--- config.mk ---
export PLATFORM = sky130hd
export DESIGN_NAME = store_unit
export DESIGN_NICKNAME = d
export VERILOG_FILES = /design/src/rtl/cpu_pkg.sv /design/src/rtl/store_merge.sv /design/src/rtl/store_unit.sv
export SDC_FILE = /design/constraint.sdc
export NUM_CORES = 1
export LEC_CHECK = 0
export BUFFER_PORTS_ARGS = -buffer_cell sky130_fd_sc_hd__buf_2
export CAP_MARGIN = 0
export CORE_MARGIN = 2
export CORE_UTILIZATION = 45
export DETAILED_ROUTE_END_ITERATION = 12
export GPL_TIMING_DRIVEN = 0
export PLACE_DENSITY = 0.7
export SLEW_MARGIN = 25
export SYNTH_ARGS = -nofsm -noshare
export SYNTH_HDL_FRONTEND = slang
export SYNTH_HIERARCHICAL = 1
export SYNTH_SLANG_ARGS = --single-unit
--- constraint.sdc ---
create_clock -name clk -period 5.5 [get_ports clk]
set_input_delay 1.1 -clock clk [delete_from_list [all_inputs] [get_ports clk]]
set_output_delay 1.1 -clock clk [all_outputs]
set_load 0.1 [all_outputs]
--- src/rtl/cpu_pkg.sv ---
// ---------------------------------------------------------------------------
// cpu_pkg
// Shared CPU definitions used by the memory-access datapath.
//   - Store-size codes driven by the control unit (sw / sh / sb / invalid).
//   - Load-size codes with the same encoding, for the load extraction path.
//   - State encoding of the store unit sequencer.
// No ports (package).
// ---------------------------------------------------------------------------
package cpu_pkg;

  // Store-size codes (sscontrol)
  localparam logic [1:0] SS_SW  = 2'd0;
  localparam logic [1:0] SS_SH  = 2'd1;
  localparam logic [1:0] SS_SB  = 2'd2;
  localparam logic [1:0] SS_BAD = 2'd3;

  // Load-size codes, encoded the same way as the store side
  localparam logic [1:0] LS_LW  = 2'd0;
  localparam logic [1:0] LS_LH  = 2'd1;
  localparam logic [1:0] LS_LB  = 2'd2;
  localparam logic [1:0] LS_BAD = 2'd3;

  // Width of the memory-latency down-counter (covers MEM_LAT up to 7)
  localparam int unsigned LAT_CNT_W = 3;

  // Store unit sequencer states
  typedef enum logic [2:0] {
    IDLE  = 3'd0,
    READ  = 3'd1,
    WAIT  = 3'd2,
    WRITE = 3'd3,
    DONE  = 3'd4
  } store_state_e;

endpackage

--- src/rtl/store_merge.sv ---
// ---------------------------------------------------------------------------
// store_merge
// Combinational merge of register data into an existing memory word.
// Sub-word stores always target the low bits of the word.
// Ports:
//   size     in  [1:0]  store-size code (cpu_pkg SS_*)
//   old_word in  [31:0] current memory word
//   reg_data in  [31:0] register-file data
//   merged   out [31:0] word to write back
// ---------------------------------------------------------------------------
module store_merge
  import cpu_pkg::*;
(
  input  logic [1:0]  size,
  input  logic [31:0] old_word,
  input  logic [31:0] reg_data,
  output logic [31:0] merged
);

  // Select which bits come from the register and which are preserved.
  always_comb begin
    merged = old_word;
    case (size)
      SS_SW:   merged = reg_data;
      SS_SH:   merged = {old_word[31:16], reg_data[15:0]};
      SS_SB:   merged = {old_word[31:8], reg_data[7:0]};
      default: merged = old_word;
    endcase
  end

endmodule

--- src/rtl/store_unit.sv ---
// ---------------------------------------------------------------------------
// store_unit
// Writes register data into synchronous data memory for sw / sh / sb.
// Full words are written directly; halfwords and bytes are read, merged into
// the low bits of the old word and written back.
// Optional build macro: STORE_ALIGN_CHECK_EN -- when defined, a misaligned
// sw (addr[1:0] != 0) or sh (addr[0] = 1) aborts with error, no memory access.
// Parameter:
//   MEM_LAT    memory read latency in cycles (1..7)
// Ports:
//   clk        in        clock, rising edge
//   reset      in        asynchronous active-high reset
//   start      in        request strobe, sampled only in IDLE
//   sscontrol  in  [1:0] store size (SS_SW/SS_SH/SS_SB/SS_BAD)
//   addr       in  [31:0] target word address
//   regData    in  [31:0] register-file data
//   mem_rdata  in  [31:0] memory read data
//   mem_addr   out [31:0] memory address (holds last latched value)
//   mem_wr     out       memory write enable, single-cycle pulse
//   mem_wdata  out [31:0] memory write data
//   busy       out       high whenever not IDLE
//   done       out       single-cycle completion pulse
//   error      out       with done: request was aborted
// ---------------------------------------------------------------------------
module store_unit
  import cpu_pkg::*;
#(
  parameter int MEM_LAT = 1
) (
  input  logic        clk,
  input  logic        reset,
  input  logic        start,
  input  logic [1:0]  sscontrol,
  input  logic [31:0] addr,
  input  logic [31:0] regData,
  input  logic [31:0] mem_rdata,
  output logic [31:0] mem_addr,
  output logic        mem_wr,
  output logic [31:0] mem_wdata,
  output logic        busy,
  output logic        done,
  output logic        error
);

  localparam logic [LAT_CNT_W-1:0] LAT_INIT = LAT_CNT_W'(MEM_LAT);

  store_state_e          state_q, state_d;
  logic [LAT_CNT_W-1:0]  cnt_q, cnt_d;
  logic [1:0]            size_q, size_d;
  logic [31:0]           data_q, data_d;
  logic [31:0]           old_q, old_d;
  logic [31:0]           mem_addr_q, mem_addr_d;
  logic [31:0]           mem_wdata_q, mem_wdata_d;
  logic                  mem_wr_q, mem_wr_d;
  logic                  busy_q, busy_d;
  logic                  done_q, done_d;
  logic                  error_q, error_d;

  logic                  misalign_s;
  logic                  bad_req_s;
  logic [1:0]            merge_size_s;
  logic [31:0]           merge_old_s;
  logic [31:0]           merge_data_s;
  logic [31:0]           merge_word_s;

`ifdef STORE_ALIGN_CHECK_EN
  assign misalign_s = ((sscontrol == SS_SH) && addr[0]) ||
                      ((sscontrol == SS_SW) && (addr[1:0] != 2'b00));
`else
  assign misalign_s = 1'b0;
`endif

  assign bad_req_s = (sscontrol == SS_BAD) || misalign_s;

  store_merge u_merge (
    .size     (merge_size_s),
    .old_word (merge_old_s),
    .reg_data (merge_data_s),
    .merged   (merge_word_s)
  );

  // Next-state, datapath and registered-output computation.
  always_comb begin
    state_d      = state_q;
    cnt_d        = cnt_q;
    size_d       = size_q;
    data_d       = data_q;
    old_d        = old_q;
    mem_addr_d   = mem_addr_q;
    mem_wdata_d  = mem_wdata_q;
    error_d      = 1'b0;
    // The merger sees the live request in IDLE (sw writes next cycle) and the
    // latched request otherwise.
    merge_size_s = size_q;
    merge_old_s  = old_q;
    merge_data_s = data_q;

    case (state_q)
      IDLE: begin
        merge_size_s = sscontrol;
        merge_data_s = regData;
        if (start) begin
          size_d     = sscontrol;
          data_d     = regData;
          mem_addr_d = addr;
          if (bad_req_s) begin
            state_d = DONE;
            error_d = 1'b1;
          end else if (sscontrol == SS_SW) begin
            state_d     = WRITE;
            mem_wdata_d = merge_word_s;
          end else begin
            state_d = READ;
          end
        end else begin
          state_d = IDLE;
        end
      end
      READ: begin
        cnt_d   = LAT_INIT;
        state_d = WAIT;
      end
      WAIT: begin
        // Merge straight from the bus so the write data is ready in WRITE.
        merge_old_s = mem_rdata;
        if (cnt_q <= LAT_CNT_W'(1)) begin
          old_d       = mem_rdata;
          mem_wdata_d = merge_word_s;
          cnt_d       = cnt_q - LAT_CNT_W'(1);
          state_d     = WRITE;
        end else begin
          cnt_d = cnt_q - LAT_CNT_W'(1);
        end
      end
      WRITE: begin
        state_d = DONE;
      end
      DONE: begin
        state_d = IDLE;
      end
      default: begin
        state_d = IDLE;
      end
    endcase

    mem_wr_d = (state_d == WRITE);
    done_d   = (state_d == DONE);
    busy_d   = (state_d != IDLE);
  end

  // State and output registers with asynchronous reset.
  always_ff @(posedge clk or posedge reset) begin
    if (reset) begin
      state_q     <= IDLE;
      cnt_q       <= LAT_CNT_W'(0);
      size_q      <= 2'b00;
      data_q      <= 32'h0000_0000;
      old_q       <= 32'h0000_0000;
      mem_addr_q  <= 32'h0000_0000;
      mem_wdata_q <= 32'h0000_0000;
      mem_wr_q    <= 1'b0;
      busy_q      <= 1'b0;
      done_q      <= 1'b0;
      error_q     <= 1'b0;
    end else begin
      state_q     <= state_d;
      cnt_q       <= cnt_d;
      size_q      <= size_d;
      data_q      <= data_d;
      old_q       <= old_d;
      mem_addr_q  <= mem_addr_d;
      mem_wdata_q <= mem_wdata_d;
      mem_wr_q    <= mem_wr_d;
      busy_q      <= busy_d;
      done_q      <= done_d;
      error_q     <= error_d;
    end
  end

  assign mem_addr  = mem_addr_q;
  assign mem_wr    = mem_wr_q;
  assign mem_wdata = mem_wdata_q;
  assign busy      = busy_q;
  assign done      = done_q;
  assign error     = error_q;

endmodule

==> impl_metrics.env, run 1 <==
export IMPL_status="complete, no violations"
export IMPL_rows=44
export IMPL_fmax_mhz=367.6
export IMPL_grt_pass1_wl_um=23020
export IMPL_synthesis_nets=537
export IMPL_ys_warn_count=6
export IMPL_setup_violations=0
export IMPL_place_congestion=0.8220
export IMPL_ctsResizeCount=0
export IMPL_cts_root_buf="clkbuf_16"
export IMPL_hold_viol=0
export IMPL_path_class="flip-flop to flip-flop"
export IMPL_cp_end_kind="flip-flop"
export IMPL_post_route_period_util=0.4946
export IMPL_grt_max_degree=88
export IMPL_cp_arrival_ps=3020
export IMPL_pin_count=169
export IMPL_start_util=0.4565
export IMPL_critPathLaunchType="flip-flop"
export IMPL_drtAntennaViolNets=0
export IMPL_insertion_delay_ps=410
export IMPL_die_area_um2=15560
export IMPL_htreeDepth=4
export IMPL_grt_setup_unrepaired="no"
export IMPL_grt_pass1_vias=4555
export IMPL_fp_dieH_um=124.7
export IMPL_wl_per_cell_um=16.86
export IMPL_clockBufferDepth=2
export IMPL_overflow=0
export IMPL_finClkSkew_ps=5.775
export IMPL_ctsHoldBuffers=0
export IMPL_syn_area_per_cell_um2=15.12
export IMPL_fillers=1200
export IMPL_totalWireLength_um=13810
export IMPL_cap_violations=0
export IMPL_postSynthCellCount=434
export IMPL_drv_slew=0
export IMPL_max_slew_margin=0.5120
export IMPL_coreArea_um2=14370
export IMPL_required_ps=5800
export IMPL_tightest_slew_ps=726.4
export IMPL_final_layout_size_suffix_gt1_frac=0.7197
export IMPL_tns_ps=0
export IMPL_cts_setup_buffers=0
export IMPL_synth_fa_ha_area_frac=0.003815
export IMPL_cts_tree="done"
export IMPL_multi_input_area_um2=2872
export IMPL_cts_sinks=140
export IMPL_yosysUniqueCellTypes=34
export IMPL_cts_buffers=17
export IMPL_hpwl_um=9688
export IMPL_drc=0
export IMPL_port_buffers=168
export IMPL_drt_iter0_drc=114
export IMPL_hold_slack_ps=499.0
export IMPL_syn2layout_area_growth_pct=26.53
export IMPL_crit_fanout=10
export IMPL_synth_xor_area_frac=0
export IMPL_muxShareOfSynthArea=0.3971
export IMPL_fin_area_um2=8300
export IMPL_n_antenna_cell=0
export IMPL_ys_seq_elements=140
export IMPL_vias=4180
export IMPL_place_ws_ps=2729
export IMPL_via_per_inst=5.104
export IMPL_seq_area_frac_synth=0.5340
export IMPL_dpl_instance_area_um2=7666
export IMPL_setup_ws_ps=2780
export IMPL_yosys_area_share_simple=0.02041
export IMPL_die_w_um=124.7
export IMPL_synth_compound_area_share=0.01640
export IMPL_period_minus_slack_ps=2720
export IMPL_synth_top_family_by_area="multiplexers"
export IMPL_firstDrtPassIters=4
export IMPL_hold_path_class="flip-flop to flip-flop"
export IMPL_fin_nets=725
export IMPL_synth_area_um2=6560
export IMPL_antenna_found_initial=1
export IMPL_clk_pin_slew_ps=60
export IMPL_seqCellArea_um2=3503
export IMPL_grt_use_total=0.1872
-- cells in the mapped netlist (all sizes together) --
cell type  number  area [um2]
or3             1       6.260
inv             5       18.77
o22a            1       8.760
dfrtp         140        3503
ha              2       25.02
or3b            1       8.760
clkbuf          5       18.77
o21ba           1       10.01
a22oi           1       7.510
nand2           3       13.77
nor2b           1       6.260
or4b            1       13.76
nor3            3       20.02
nand4           1       6.260
mux2          228        2605
a21oi           6       30.03
nor2            5       37.54
and3            1       6.260
buf            20       147.6
a21o            1       7.510
a21boi          1       7.510
o22ai           2       26.28
and2            1       6.260
o21ai           2       10.01
nor4b           1       8.760
-- registers in the layout, indices dropped and copies added, names as in the netlist --
signal,count
mem_addr,32
mem_wdata,32
done,1
size_q,2
error,1
busy,1
data_q,32
mem_wr,1
old_q,32
cnt_q,3
state_q,3
-- layout make-up --
type	instances	area share
repair buffers	169	0.1046
plain buffers	25	0.02005
clock buffers	21	0.05668
clock inverters	11	0.01975
well taps	184	0.02774
inverters	5	0.003166
flip-flops and latches	140	0.4221
multi-input cells	264	0.3459
-- logic make-up (layout without fill, tap and decap cells) --
kind of cell | Yosys count | count (layout)
muxes | 228 | 228
buffers and inverters | 30 | 231
and+or+nand+nor | 19 | 19
adders and majority gates | 2 | 2
DFF | 140 | 140
AOI/OAI and AO/OA | 15 | 15
-- routing by layer --
| layer | vias up | global-route usage | share of wire |
|---|---|---|---|
| li1 | 1956 | - | - |
| met1 | 2072 | 0.2337 | 0.45 |
| met2 | 128 | 0.3063 | 0.47 |
| met3 | 22 | 0.06057 | 0.067 |
| met4 | 2 | 0.06609 | 0.016 |
| met5 | - | 0 | 0.00080 |
-- stage by stage --
step	utilization	cells
2_1_floorplan	-	434
3_3_place_gp	0.5311	786
3_5_place_dp	0.5335	787
4_1_cts	0.5777	819
5_1_grt	0.5777	819
6_report	0.5777	819
-- cell usage in the layout (no fill, tap or decap), types with 3 or more instances in the layout --
cell,synthesis,final
mux2_4,10,10
buf_4,3,3
clkbuf_16,0,17
nor2_1,3,3
inv_1,5,4
clkbuf_1,5,6
dfrtp_1,140,140
buf_2,12,180
buf_6,4,4
mux2_2,218,218
bufinv_16,0,4
clkinv_2,0,4
clkbuf_8,0,3
a21oi_1,6,6
-- path summary, 6_finish.rpt --
path	to	depth (start not counted)	slack, ps	start
worst max-delay path	mem_wdata[20]	6	2780	state_q[0]
worst min-delay path	mem_addr[24]	1	500	mem_addr[24]
worst max register to register	mem_wdata[20]	6	2780	state_q[0]
worst min register to register	mem_addr[24]	1	500	mem_addr[24]
max in group asynchronous	data_q[19]	3	4050	reset
min in group asynchronous	mem_addr[7]	2	700	reset
-- critical path: stages (launching register included) --
cell and delay [ps]:
dfrtp_1 410, clkbuf_1 230, nor3_1 650, buf_2 410
mux2_2 370, mux2_4 270, mux2_2 260
Power of run 1 is not shown: default switching activity piles up to over one toggle a cycle in this logic, so the estimate is an artifact.
==> inputs of run 2 (changes only) <==
PLACE_DENSITY = 0.72   (was 0.7)
clock period = 2.4 ns   (was 5.5 ns; I/O delays follow)
==> impl_metrics.env, run 2 (synthesis gave the netlist of run 1 again) <==
export IMPL_crit_fanout=5
export IMPL_cts_tree="done"
export IMPL_tightest_slew_ps=510.5
export IMPL_cts_sinks=140
export IMPL_layout_common_cells="mux2_2, buf_2, dfrtp_1"
export IMPL_drc=0
export IMPL_cts_buffers=17
export IMPL_fin_nets=741
export IMPL_crit_top_cell="mux2_2"
export IMPL_fp_dieH_um=124.7
export IMPL_hold_path_class="input port to asynchronous set/reset pin"
export IMPL_r2r_cells=7
export IMPL_cp_end_kind="flip-flop"
export IMPL_critPathLaunchType="flip-flop"
export IMPL_cp_arrival_ps=2640
export IMPL_fin_util=0.5916
export IMPL_via_per_inst=5.128
export IMPL_wl_per_cell_um=17.69
export IMPL_ctsHoldBuffers=0
export IMPL_finalNonFillerCells=833
export IMPL_hpwl_um=10360
export IMPL_crit_path_max_incr_delay_ps=400
export IMPL_cap_violations=0
export IMPL_setup_violations=0
export IMPL_grt_use_total=0.1975
export IMPL_syn2layout_area_growth_pct=29.58
export IMPL_post_place_cells=791
export IMPL_status="complete, no violations"
export IMPL_max_slew_margin=0.6620
export IMPL_overflow=0
export IMPL_port_buffers=168
export IMPL_htreeDepth=4
export IMPL_cp_startpoint="state_q[2]"
export IMPL_path_class="flip-flop to flip-flop"
export IMPL_drv_slew=0
export IMPL_grt_max_degree=34
export IMPL_cp_cell_sequence="buf_6 > or3_4 > mux2_4 > nor2_8 > buf_12 > mux2_2 > mux2_2"
export IMPL_cts_root_buf="clkbuf_16"
export IMPL_n_antenna_cell=0
export IMPL_hold_viol=0
export IMPL_start_util=0.4565
export IMPL_drtAntennaViolNets=0
export IMPL_reg2reg_slack_ps=60
export IMPL_timing_rr_end="mem_wdata[16]"
export IMPL_antenna_found_initial=1
export IMPL_grt_pass1_wl_um=24140
export IMPL_insertion_delay_ps=410
export IMPL_vias=4272
export IMPL_firstDrtPassIters=4
export IMPL_grt_setup_unrepaired="no"
export IMPL_finClkSkew_ps=5.452
export IMPL_pin_count=169
export IMPL_timing_rr_start="state_q[2]"
export IMPL_required_ps=2690
export IMPL_drt_iter0_drc=121
export IMPL_final_layout_size_suffix_gt1_frac=0.7350
export IMPL_post_route_period_util=0.9756
export IMPL_fmax_mhz=427.1
export IMPL_cp_slowest_cell="or3_4"
export IMPL_die_w_um=124.7
export IMPL_coreArea_um2=14370
export IMPL_period_minus_slack_ps=2342
export IMPL_hold_slack_ps=61.87
export IMPL_rows=44
export IMPL_die_area_um2=15560
export IMPL_grt_pass1_vias=4684
export IMPL_clockBufferDepth=2
export IMPL_clk_pin_slew_ps=60
export IMPL_place_congestion=0.7730
export IMPL_layout_commonest_cell="mux2_2"
export IMPL_totalWireLength_um=14740
[run 2: changes by cell type in the layout (fill, tap and decap cells not counted), moves of 2 or more]
cell,delta
buf_12,+4
buf_16,+2
buf_2,-6
buf_4,+16
bufinv_16,-2
clkbuf_1,-4
clkbuf_2,+4
mux2_2,-3
mux2_4,+3
nor3_4,+2
[run 2: layer usage]
| metal | share of wire | global-route usage | wire length [um] | vias to the layer above |
|---|---|---|---|---|
| li1 | - | - | - | 1984 |
| met1 | 0.44 | 0.2429 | 6465 | 2154 |
| met2 | 0.49 | 0.3292 | 7154 | 121 |
| met3 | 0.067 | 0.07560 | 983 | 11 |
| met4 | 0.0083 | 0.04759 | 122 | 2 |
| met5 | 0.00088 | 0 | 13 | - |
[run 2: area by class of cell]
cell class / instances / area (um2)
buffer: 23 / 178.9
multi-input combinational: 264 / 2905
clock inverter: 8 / 92.59
tap: 184 / 230.2
timing repair buffer: 187 / 1094
inverter: 5 / 22.52
fill: 1195 / 5868
clock buffer: 22 / 474.2
sequential: 140 / 3503
[run 2: how the worst max path moves through the flow]
stage,endpoint,cells after the start
floorplan,mem_wdata[20],8
global placement,mem_wdata[4],2
detailed placement,mem_wdata[3],6
CTS,mem_wdata[18],8
global route,mem_wdata[17],7
finish,mem_wdata[16],7
[run 2: timing repair]
item                                   4_1_cts  5_1_grt
resized for setup                           18        5
gates cloned                                 1        0
pin swaps                                    2        3
endpoints found under the hold margin        0        0
setup endpoints to repair                   50       32
setup buffers                                7        6
[run 2: critical path, delay by kind of cell, from the launching register on]
kind | cells | cell delay [ps]
multiplexers | 3 | 940
AND/OR/NAND/NOR | 2 | 610
flip-flops | 1 | 390
buffers and inverters | 2 | 280
[run 2: per-stage QoR]
stage / worst slack, ps / instance area [um2] / setup TNS [ps]
3_5_place_dp: -309.4 / 7750 / -10430
4_1_cts: 2.754 / 8463 / 0
3_3_place_gp: -679.9 / 7635 / -105320
2_1_floorplan: 5.316 / 6564 / 0
5_1_grt: 7.905 / 8501 / 0
6_report: 58.45 / 8501 / 0
Power of run 2 is left out for the same reason.
==> inputs of run 3 (changes only) <==
HOLD_SLACK_MARGIN = 0.06   (was default)
SYNTH_HIERARCHICAL = default   (was 1)
==> impl_metrics.env, run 3 <==
export IMPL_pin_count=169
export IMPL_post_place_cells=898
export IMPL_yosys_area_share_simple=0.09451
export IMPL_layout_common_cells="buf_2, dfrtp_1, mux2_2"
export IMPL_grt_setup_unrepaired="no"
export IMPL_cp_end_kind="flip-flop"
export IMPL_yosysMostFrequentCell="dfrtp_1"
export IMPL_grt_pass1_wl_um=28440
export IMPL_cp_cell_sequence="buf_2 > nor3_2 > clkbuf_1 > a21oi_1 > a22o_1"
export IMPL_ctsHoldBuffers=0
export IMPL_hold_path_class="input port to asynchronous set/reset pin"
export IMPL_via_per_inst=5.786
export IMPL_synth_area_leaders="dfrtp_1, mux2_2, mux2i_1"
export IMPL_crit_fanout=10
export IMPL_finClkSkew_ps=5.772
export IMPL_antenna_found_initial=0
export IMPL_drtAntennaViolNets=0
export IMPL_finalNonFillerCells=929
export IMPL_cts_setup_buffers=0
export IMPL_clk_pin_slew_ps=60
export IMPL_cp_endpoint="mem_wdata[18]"
export IMPL_drt_iter0_drc=425
export IMPL_grt_max_degree=33
export IMPL_cts_buffers=17
export IMPL_timing_rr_start="state_q[0]"
export IMPL_htreeDepth=4
export IMPL_wl_per_cell_um=19.52
export IMPL_tns_ps=0
export IMPL_multi_input_area_um2=2759
export IMPL_synth_xor_area_frac=0
export IMPL_hpwl_um=12840
export IMPL_ys_warn_count=0
export IMPL_fmax_mhz=446.8
export IMPL_firstDrtPassIters=5
export IMPL_synth_area_um2=6474
export IMPL_rows=43
export IMPL_path_class="flip-flop to flip-flop"
export IMPL_drc=0
export IMPL_place_congestion=0.8634
export IMPL_port_buffers=166
export IMPL_cap_violations=0
export IMPL_final_layout_size_suffix_gt1_frac=0.4393
export IMPL_cts_sinks=139
export IMPL_max_slew_margin=0.4990
export IMPL_fillers=1160
export IMPL_critPathLaunchType="flip-flop"
export IMPL_totalWireLength_um=18140
export IMPL_seq_area_frac_synth=0.5373
export IMPL_synthesis_nets=650
export IMPL_synth_top_area_share=0.5373
export IMPL_syn_area_per_cell_um2=11.81
export IMPL_synth_compound_area_share=0.1131
export IMPL_grt_pass1_vias=5655
export IMPL_cp_startpoint="state_q[0]"
export IMPL_timing_rr_end="mem_wdata[18]"
export IMPL_r2r_cells=5
export IMPL_overflow=0
export IMPL_cts_tree="done"
export IMPL_die_w_um=123.9
export IMPL_period_minus_slack_ps=2238
export IMPL_synth_flop_cell="dfrtp_1"
export IMPL_synth_top_area_cell="dfrtp_1"
export IMPL_ctsResizeCount=0
export IMPL_seqCellArea_um2=3478
export IMPL_hold_slack_ps=89.97
export IMPL_required_ps=2710
export IMPL_vias=5375
export IMPL_die_area_um2=15360
export IMPL_cts_root_buf="clkbuf_16"
export IMPL_start_util=0.4628
export IMPL_postSynthCellCount=548
export IMPL_crit_path_max_incr_delay_ps=600
export IMPL_insertion_delay_ps=420
export IMPL_worst_path_dominant_cell_family="buffers and inverters"
export IMPL_synth_top_family_by_area="multiplexers"
export IMPL_reg2reg_slack_ps=160
export IMPL_fin_nets=839
export IMPL_coreArea_um2=13990
export IMPL_crit_buf_inv=2
export IMPL_tightest_slew_ps=751.5
export IMPL_synthArstFlopShare=1.000
export IMPL_ys_top_cells_by_count="dfrtp_1, mux2_2, nor3_1"
export IMPL_fp_dieH_um=123.9
export IMPL_yosysUniqueCellTypes=38
export IMPL_syn2layout_area_growth_pct=26.94
export IMPL_setup_violations=0
export IMPL_fin_util=0.5875
export IMPL_post_route_period_util=0.9325
export IMPL_layout_commonest_cell="buf_2"
export IMPL_n_antenna_cell=0
export IMPL_ys_seq_elements=139
export IMPL_hold_viol=0
export IMPL_synth_edf_count=0
export IMPL_cp_slowest_cell="nor3_2"
export IMPL_clockBufferDepth=2
export IMPL_synth_fa_ha_area_frac=0.001933
export IMPL_cp_arrival_ps=2550
export IMPL_cp_num_cells=5
export IMPL_muxShareOfSynthArea=0.2167
export IMPL_status="complete, no violations"
export IMPL_grt_use_total=0.2447
export IMPL_drv_slew=0
==> run 3: cell types whose count changed after synthesis, sizes merged, moves of 12 or more <==
| cell | delta |
|---|---|
| a21oi | +23 |
| a22o | +24 |
| clkbuf | +12 |
| mux2 | -131 |
| mux2i | +31 |
| nand2 | +17 |
| nor2 | +31 |
| nor3 | +56 |
| o31ai | +24 |
==> run 3: cells by family (layout without fill, tap and decap cells) <==
kind of cell | Yosys count | after routing
flip-flops | 139 | 139
multiplexers | 128 | 128
AND/OR/NAND/NOR | 126 | 126
AO/OA/AOI/OAI | 101 | 101
buffers and inverters | 53 | 254
adder cells (fa/ha/maj) | 1 | 1
==> run 3: cell type report <==
| cell class | instances | area share |
|---|---|---|
| flip-flops and latches | 139 | 0.4233 |
| multi-input cells | 356 | 0.3357 |
| repair buffers | 170 | 0.1108 |
| clock buffers | 24 | 0.05984 |
| well taps | 180 | 0.02741 |
| plain buffers | 47 | 0.02604 |
| clock inverters | 7 | 0.01370 |
| inverters | 6 | 0.003197 |
==> run 3: how the worst min path moves through the flow <==
stage	start	to	slack, ps	depth (start not counted)
2_1_floorplan	data_q[25]	data_q[25]	480	1
3_3_place_gp	mem_wdata[8]	mem_wdata[8]	460	1
3_5_place_dp	mem_wdata[8]	mem_wdata[8]	470	1
4_1_cts	reset	mem_addr[8]	90	2
5_1_grt	reset	mem_addr[8]	110	2
6_report	reset	mem_addr[8]	90	2
==> run 3: layer usage <==
| layer | share of wire | up-vias | global-route usage |
|---|---|---|---|
| li1 | - | 2397 | - |
| met1 | 0.41 | 2713 | 0.3074 |
| met2 | 0.50 | 231 | 0.3980 |
| met3 | 0.064 | 34 | 0.05678 |
| met4 | 0.022 | 0 | 0.1215 |
| met5 | 0 | - | 0 |
==> run 3: metrics by stage <==
step / worst slack, ps / cell area (um2)
finish: 162.0 / 8218
global route: 50.50 / 8218
CTS: 190.0 / 8218
detailed placement: 198.8 / 7614
global placement: -662.9 / 7533
floorplan: 184.9 / 6477
Power of run 3 is left out for the same reason.
